==> config.mk <==
export PLATFORM = sky130hd
export DESIGN_NAME = cw_sequencer
export DESIGN_NICKNAME = d
export VERILOG_FILES = /design/src/rtl/cw_seq_pkg.sv /design/src/rtl/cw_seq_mem.sv /design/src/rtl/cw_sequencer.sv
export SDC_FILE = /design/constraint.sdc
export NUM_CORES = 1
export LEC_CHECK = 0
export BUFFER_PORTS_ARGS = -buffer_cell sky130_fd_sc_hd__buf_2
export CAP_MARGIN = 20
export CELL_PAD_IN_SITES_DETAIL_PLACEMENT = 1
export CELL_PAD_IN_SITES_GLOBAL_PLACEMENT = 1
export CORE_MARGIN = 3
export CORE_UTILIZATION = 55
export CTS_BUF_LIST = sky130_fd_sc_hd__clkbuf_4 sky130_fd_sc_hd__clkbuf_8
export CTS_CLUSTER_DIAMETER = 120
export DETAILED_ROUTE_END_ITERATION = 8
export PLACE_DENSITY_LB_ADDON = 0.1
export SYNTH_ARGS = -nofsm -noshare
export SYNTH_HDL_FRONTEND = slang
export SYNTH_SLANG_ARGS = --single-unit
==> constraint.sdc <==
create_clock -name i_clock -period 8.3 [get_ports i_clock]
set_clock_uncertainty 0.05 [all_clocks]
set_input_delay 0.415 -clock i_clock [delete_from_list [all_inputs] [get_ports i_clock]]
set_output_delay 0.415 -clock i_clock [all_outputs]
set_load 0.02 [all_outputs]
==> src/rtl/cw_seq_pkg.sv <==
// Shared types for the control-word sequencer: FSM states and program-entry field layout.
// An entry is packed as {cw, hold, last} with last in bit 0.
package cw_seq_pkg;

  typedef enum logic [1:0] {
    ST_IDLE = 2'd0,
    ST_RUN  = 2'd1,
    ST_DONE = 2'd2
  } state_t;

  localparam int ENT_LAST_LSB = 0;
  localparam int ENT_HOLD_LSB = 1;

  function automatic int ent_cw_lsb(input int hold_w);
    return ENT_HOLD_LSB + hold_w;
  endfunction

  function automatic int ent_width(input int cw_w, input int hold_w);
    return cw_w + hold_w + 1;
  endfunction

endpackage

==> src/rtl/cw_seq_mem.sv <==
// Program storage: DEPTH entries, one write port, one registered read port.
// Array contents are deliberately not reset so a program survives a reset.
module cw_seq_mem #(
  parameter int WIDTH = 45,
  parameter int DEPTH = 16
) (
  input  logic                     i_clock,
  input  logic                     i_reset_n,
  input  logic                     i_wr_en,
  input  logic [$clog2(DEPTH)-1:0] i_wr_addr,
  input  logic [WIDTH-1:0]         i_wr_dat,
  input  logic [$clog2(DEPTH)-1:0] i_rd_addr,
  output logic [WIDTH-1:0]         o_rd_dat
);

  logic [WIDTH-1:0] r_mem [DEPTH];
  logic [WIDTH-1:0] r_rd_dat;

  always_ff @(posedge i_clock) begin
    if (i_wr_en) begin
      r_mem[i_wr_addr] <= i_wr_dat;
    end
  end

  always_ff @(posedge i_clock or negedge i_reset_n) begin
    if (!i_reset_n) begin
      r_rd_dat <= '0;
    end else begin
      r_rd_dat <= r_mem[i_rd_addr];
    end
  end

  assign o_rd_dat = r_rd_dat;

endmodule

==> src/rtl/cw_sequencer.sv <==
// Plays a programmed list of control words, each held for hold+1 cycles, then pulses done.
// Optional feature macro CW_SEQ_LOOP_EN: i_loop restarts playback at entry 0 instead of finishing.
module cw_sequencer
  import cw_seq_pkg::*;
#(
  parameter int CW_WIDTH   = 40,
  parameter int DEPTH      = 16,
  parameter int HOLD_WIDTH = 4
) (
  input  logic                     i_clock,
  input  logic                     i_reset_n,
  input  logic                     i_start,
  input  logic                     i_stop,
  input  logic                     i_loop,
  input  logic                     i_wr_en,
  input  logic [$clog2(DEPTH)-1:0] i_wr_addr,
  input  logic [CW_WIDTH-1:0]      i_wr_cw,
  input  logic [HOLD_WIDTH-1:0]    i_wr_hold,
  input  logic                     i_wr_last,
  output logic [CW_WIDTH-1:0]      o_control_word,
  output logic                     o_busy,
  output logic                     o_done,
  output logic [$clog2(DEPTH)-1:0] o_step
);

  localparam int AW     = $clog2(DEPTH);
  localparam int EW     = ent_width(CW_WIDTH, HOLD_WIDTH);
  localparam int CW_LSB = ent_cw_lsb(HOLD_WIDTH);

  state_t                r_state;
  state_t                w_state_nxt;
  logic [AW-1:0]         r_step;
  logic [HOLD_WIDTH-1:0] r_hold_cnt;
  logic [AW-1:0]         w_rd_addr;
  logic [HOLD_WIDTH-1:0] w_cnt_nxt;
  logic [EW-1:0]         w_wr_dat;
  logic [EW-1:0]         w_rd_dat;
  logic                  w_expire;
  logic                  w_end;
  logic                  w_wrap;

  assign w_wr_dat[ENT_LAST_LSB]              = i_wr_last;
  assign w_wr_dat[ENT_HOLD_LSB +: HOLD_WIDTH] = i_wr_hold;
  assign w_wr_dat[CW_LSB +: CW_WIDTH]         = i_wr_cw;

  cw_seq_mem #(
    .WIDTH (EW),
    .DEPTH (DEPTH)
  ) u_mem (
    .i_clock   (i_clock),
    .i_reset_n (i_reset_n),
    .i_wr_en   (i_wr_en && (r_state != ST_RUN)),
    .i_wr_addr (i_wr_addr),
    .i_wr_dat  (w_wr_dat),
    .i_rd_addr (w_rd_addr),
    .o_rd_dat  (w_rd_dat)
  );

  assign w_expire = (r_hold_cnt == w_rd_dat[ENT_HOLD_LSB +: HOLD_WIDTH]);
  assign w_end    = w_rd_dat[ENT_LAST_LSB] || (r_step == AW'(DEPTH - 1));

`ifdef CW_SEQ_LOOP_EN
  assign w_wrap = i_loop;
`else
  logic w_unused_loop;
  assign w_unused_loop = i_loop;
  assign w_wrap        = 1'b0;
`endif

  always_ff @(posedge i_clock or negedge i_reset_n) begin
    if (!i_reset_n) begin
      r_state <= ST_IDLE;
    end else begin
      r_state <= w_state_nxt;
    end
  end

  always_comb begin
    w_state_nxt = r_state;
    case (r_state)
      ST_IDLE: if (i_start && !i_stop) w_state_nxt = ST_RUN;
      ST_RUN: begin
        if (i_stop) begin
          w_state_nxt = ST_IDLE;
        end else if (w_expire && w_end && !w_wrap) begin
          w_state_nxt = ST_DONE;
        end
      end
      default: w_state_nxt = ST_IDLE;
    endcase
  end

  always_comb begin
    o_busy         = 1'b0;
    o_done         = 1'b0;
    o_control_word = '0;
    case (r_state)
      ST_RUN: begin
        o_busy         = 1'b1;
        o_control_word = w_rd_dat[CW_LSB +: CW_WIDTH];
      end
      ST_DONE: o_done = 1'b1;
      default: ;
    endcase
  end

  // The read address is the entry driven next cycle; it doubles as the next step value.
  always_comb begin
    w_rd_addr = '0;
    w_cnt_nxt = '0;
    if (r_state == ST_RUN && !i_stop) begin
      if (!w_expire) begin
        w_rd_addr = r_step;
        w_cnt_nxt = r_hold_cnt + HOLD_WIDTH'(1);
      end else if (!w_end) begin
        w_rd_addr = r_step + AW'(1);
      end
    end
  end

  always_ff @(posedge i_clock or negedge i_reset_n) begin
    if (!i_reset_n) begin
      r_step     <= '0;
      r_hold_cnt <= '0;
    end else begin
      r_step     <= w_rd_addr;
      r_hold_cnt <= w_cnt_nxt;
    end
  end

  assign o_step = r_step;

endmodule
==> flow_metrics.env <==
export IMPL_port_buffers=99
export IMPL_synth_top_area_share_pct=73.7
export IMPL_cts_num_sinks=775
export IMPL_ys_seq_elements=775
export IMPL_die_area_mm2=0.0562
export IMPL_die_h_um=237
export IMPL_design_area_mm2=0.0338
export IMPL_numCtsBuffers=118
export IMPL_drive_gt1_share_pct=21.1
export IMPL_cts_hold_buf=46
export IMPL_min_from="i_wr_cw[4]"
export IMPL_cts_resized=0
export IMPL_rrSetupSlack_ps=3840
export IMPL_clockBufferDepth=3
export IMPL_async_reset_ff_share_pct=7.10
export IMPL_min_period_over_period_pct=53.8
export IMPL_grt_pass1_wl_um=118000
export IMPL_cp_end_kind="flip-flop"
export IMPL_route_detailed_drc=0
export IMPL_routed_wl_um=80000
export IMPL_startpoint_type="flip-flop"
export IMPL_critical_path_class="flip-flop to flip-flop"
export IMPL_stdcell_count=2721
export IMPL_globalplace_congestion=0.760
export IMPL_cap_viol_max_count=0
export IMPL_grt_setup_unrepaired="no"
export IMPL_cts_max_level=3
export IMPL_drtIter0Drc=1736
export IMPL_root_buffer="clkbuf_8"
export IMPL_synthTopCellsByCount="edfxtp_1, mux2i_1, a21oi_1, o22ai_1, nand2_1"
export IMPL_r2r_start="o_step[0]"
export IMPL_yosys_area_top_type="edfxtp_1"
export IMPL_cp_max_fo=82
export IMPL_die_x_um=237
export IMPL_post_cts_setup_buffer_count=0
export IMPL_vdd_drop_max_mv=0.198
export IMPL_fin_nets=1983
export IMPL_hp_class="input port to flip-flop"
export IMPL_syn_nets=1783
export IMPL_yosysWarnings=0
export IMPL_outcome="complete, no violations"
export IMPL_finalHoldViolCount=0
export IMPL_pre_cts_ws_ps=3880
export IMPL_crit_arrival_ps=5010
export IMPL_groute_usage_overall_pct=28.6
export IMPL_dr_pass1_iters=7
export IMPL_holdPathEnd="u_mem.r_mem[9][9]"
export IMPL_rr_worst_depth=11
export IMPL_syn_to_final_growth_pct=15.1
export IMPL_worst_pin_slew_ps=1030
export IMPL_ioPinCount=101
export IMPL_yosysMostFrequentCell="edfxtp_1"
export IMPL_fmax_mhz=224
export IMPL_core_mm2=0.0527
export IMPL_clk_latency_ps=730
export IMPL_fin_ws_ps=3840
export IMPL_whs_path_depth=1
export IMPL_crit_required_ps=8850
export IMPL_vias=17144
export IMPL_p_leak_nw=12.1
export IMPL_place_hpwl_um=39500
export IMPL_yosysUniqueCellTypes=48
export IMPL_start_util_pct=55.7
export IMPL_cts_tree="built"
export IMPL_placed_cell_area_mm2=0.0308
export IMPL_avgSynthCellArea_um2=17.0
export IMPL_wl_per_cell_um=29.4
export IMPL_synth_edf_count=720
export IMPL_synth_area_mm2=0.0293
export IMPL_ys_top_cells_by_area="edfxtp_1, dfrtp_1, mux2i_1, o22ai_1, o221ai_1"
export IMPL_powerDensity_mw_per_mm2=231
export IMPL_cts_clk_slew_worst_paths_ps=60
export IMPL_fin_util_pct=64.1
export IMPL_antenna_found_initial=1
export IMPL_yosysSeqAreaShare_pct=78.4
export IMPL_dpl_cell_count=2448
export IMPL_grt_overflow=0
export IMPL_grt_max_degree=141
export IMPL_relSlewSlack_pct=31.7
export IMPL_grt_pass1_vias=18543
export IMPL_avgViaCountPerCell=6.30
export IMPL_finalMaxSlewViolations=0
export IMPL_synth_cells=1726
export IMPL_ant_nets=0
export IMPL_setup_viol=0
export IMPL_num_rows=84
export IMPL_synthFlopType="edfxtp_1"
export IMPL_r2r_end="u_mem.o_rd_dat[1]"
export IMPL_finalCriticalPeriod_ps=4460
export IMPL_finalSetupTns_ps=0
==> cells by family after synthesis <==
kind of cell	count (synthesis)	synth area share [%]
AOI/OAI and AO/OA	461	10.1
and+or+nand+nor	186	3.02
xor gates and xnor gates	8	0.367
DFF	775	78.4
muxes	183	6.45
buffers and inverters	111	1.57
adders and majority gates	2	0.0853
==> cells in the final DEF, fill, tap and decap left out, types with 4 or more instances in the layout <==
cell,n
a21boi_0,45
a21oi_1,135
and2_1,41
buf_2,98
buf_4,41
clkbuf_4,37
clkbuf_8,144
clkinv_1,22
clkinv_2,17
dfrtp_1,55
dlygate4sd3_1,46
edfxtp_1,720
mux2_2,45
mux2i_1,135
nand2_1,97
nor2_1,6
nor2_4,13
nor3_2,4
o21ai_1,45
o221ai_1,90
o22ai_1,135
xnor2_2,5
==> metrics by stage <==
step | power [mW] | hold WS [ps]
after global placement | 4.56 | 435
after global routing | 8.06 | 37.1
after CTS | 7.86 | 0.0675
after floorplan | 4.46 | 69.4
final | 7.81 | 48.9
after detailed placement | 4.57 | 456
==> where the power goes <==
part / switching [mW] / total, mW / internal (mW)
Combinational: 0.141 / 0.193 / 0.0519
Clock: 1.47 / 3.30 / 1.83
Sequential: 0.0102 / 4.32 / 4.31
==> final cells by class <==
cell class / count / area, um2
fillers: 4595 / 18900
well taps: 688 / 861
diodes: 1 / 2.50
clock buffers: 181 / 2260
inverters: 5 / 18.8
multi-input cells: 840 / 6060
clock inverters: 45 / 285
repair buffers: 186 / 1280
flip-flops and latches: 775 / 23000
==> worst max-delay path: stages (launching register included) <==
cell	delay [ps]
dfrtp_1	540
ha_1	340
a31oi_1	330
nand2_1	140
mux2i_2	300
nand2_4	480
buf_4	620
inv_2	170
buf_4	690
a21oi_1	180
a21boi_0	180
o221ai_1	290
==> flip-flops by register name, indices dropped and copies added (netlist names) <==
| name | count |
|---|---|
| r_hold_cnt | 4 |
| u_mem.r_mem | 720 |
| u_mem.o_rd_dat | 45 |
| r_state | 2 |
| o_step | 4 |
==> layer usage <==
layer  share of wire (%)  routed length [um]  up-vias  track usage, %
li1                    -                   -     7319               -
met1                  41               32800     8996            38.9
met2                  49               39300      699            47.1
met3                 7.5                6030      130            5.64
met4                 2.2                1790        0            9.22
met5                   0                   0        -               0
==> how the worst max path moves through the flow <==
stage          slack (ps)  startpoint                 to  depth (start not counted)
2_1_floorplan        3700  r_state[1]  u_mem.r_mem[0][0]                          4
3_3_place_gp         4040   o_step[0]  u_mem.o_rd_dat[1]                         11
3_5_place_dp         3880   o_step[0]  u_mem.o_rd_dat[1]                         11
4_1_cts              3830   o_step[0]  u_mem.o_rd_dat[1]                         11
5_1_grt              3610   o_step[0]  u_mem.o_rd_dat[8]                         11
6_report             3840   o_step[0]  u_mem.o_rd_dat[1]                         11
No activity file was read; power rests on OpenSTA's default activity.
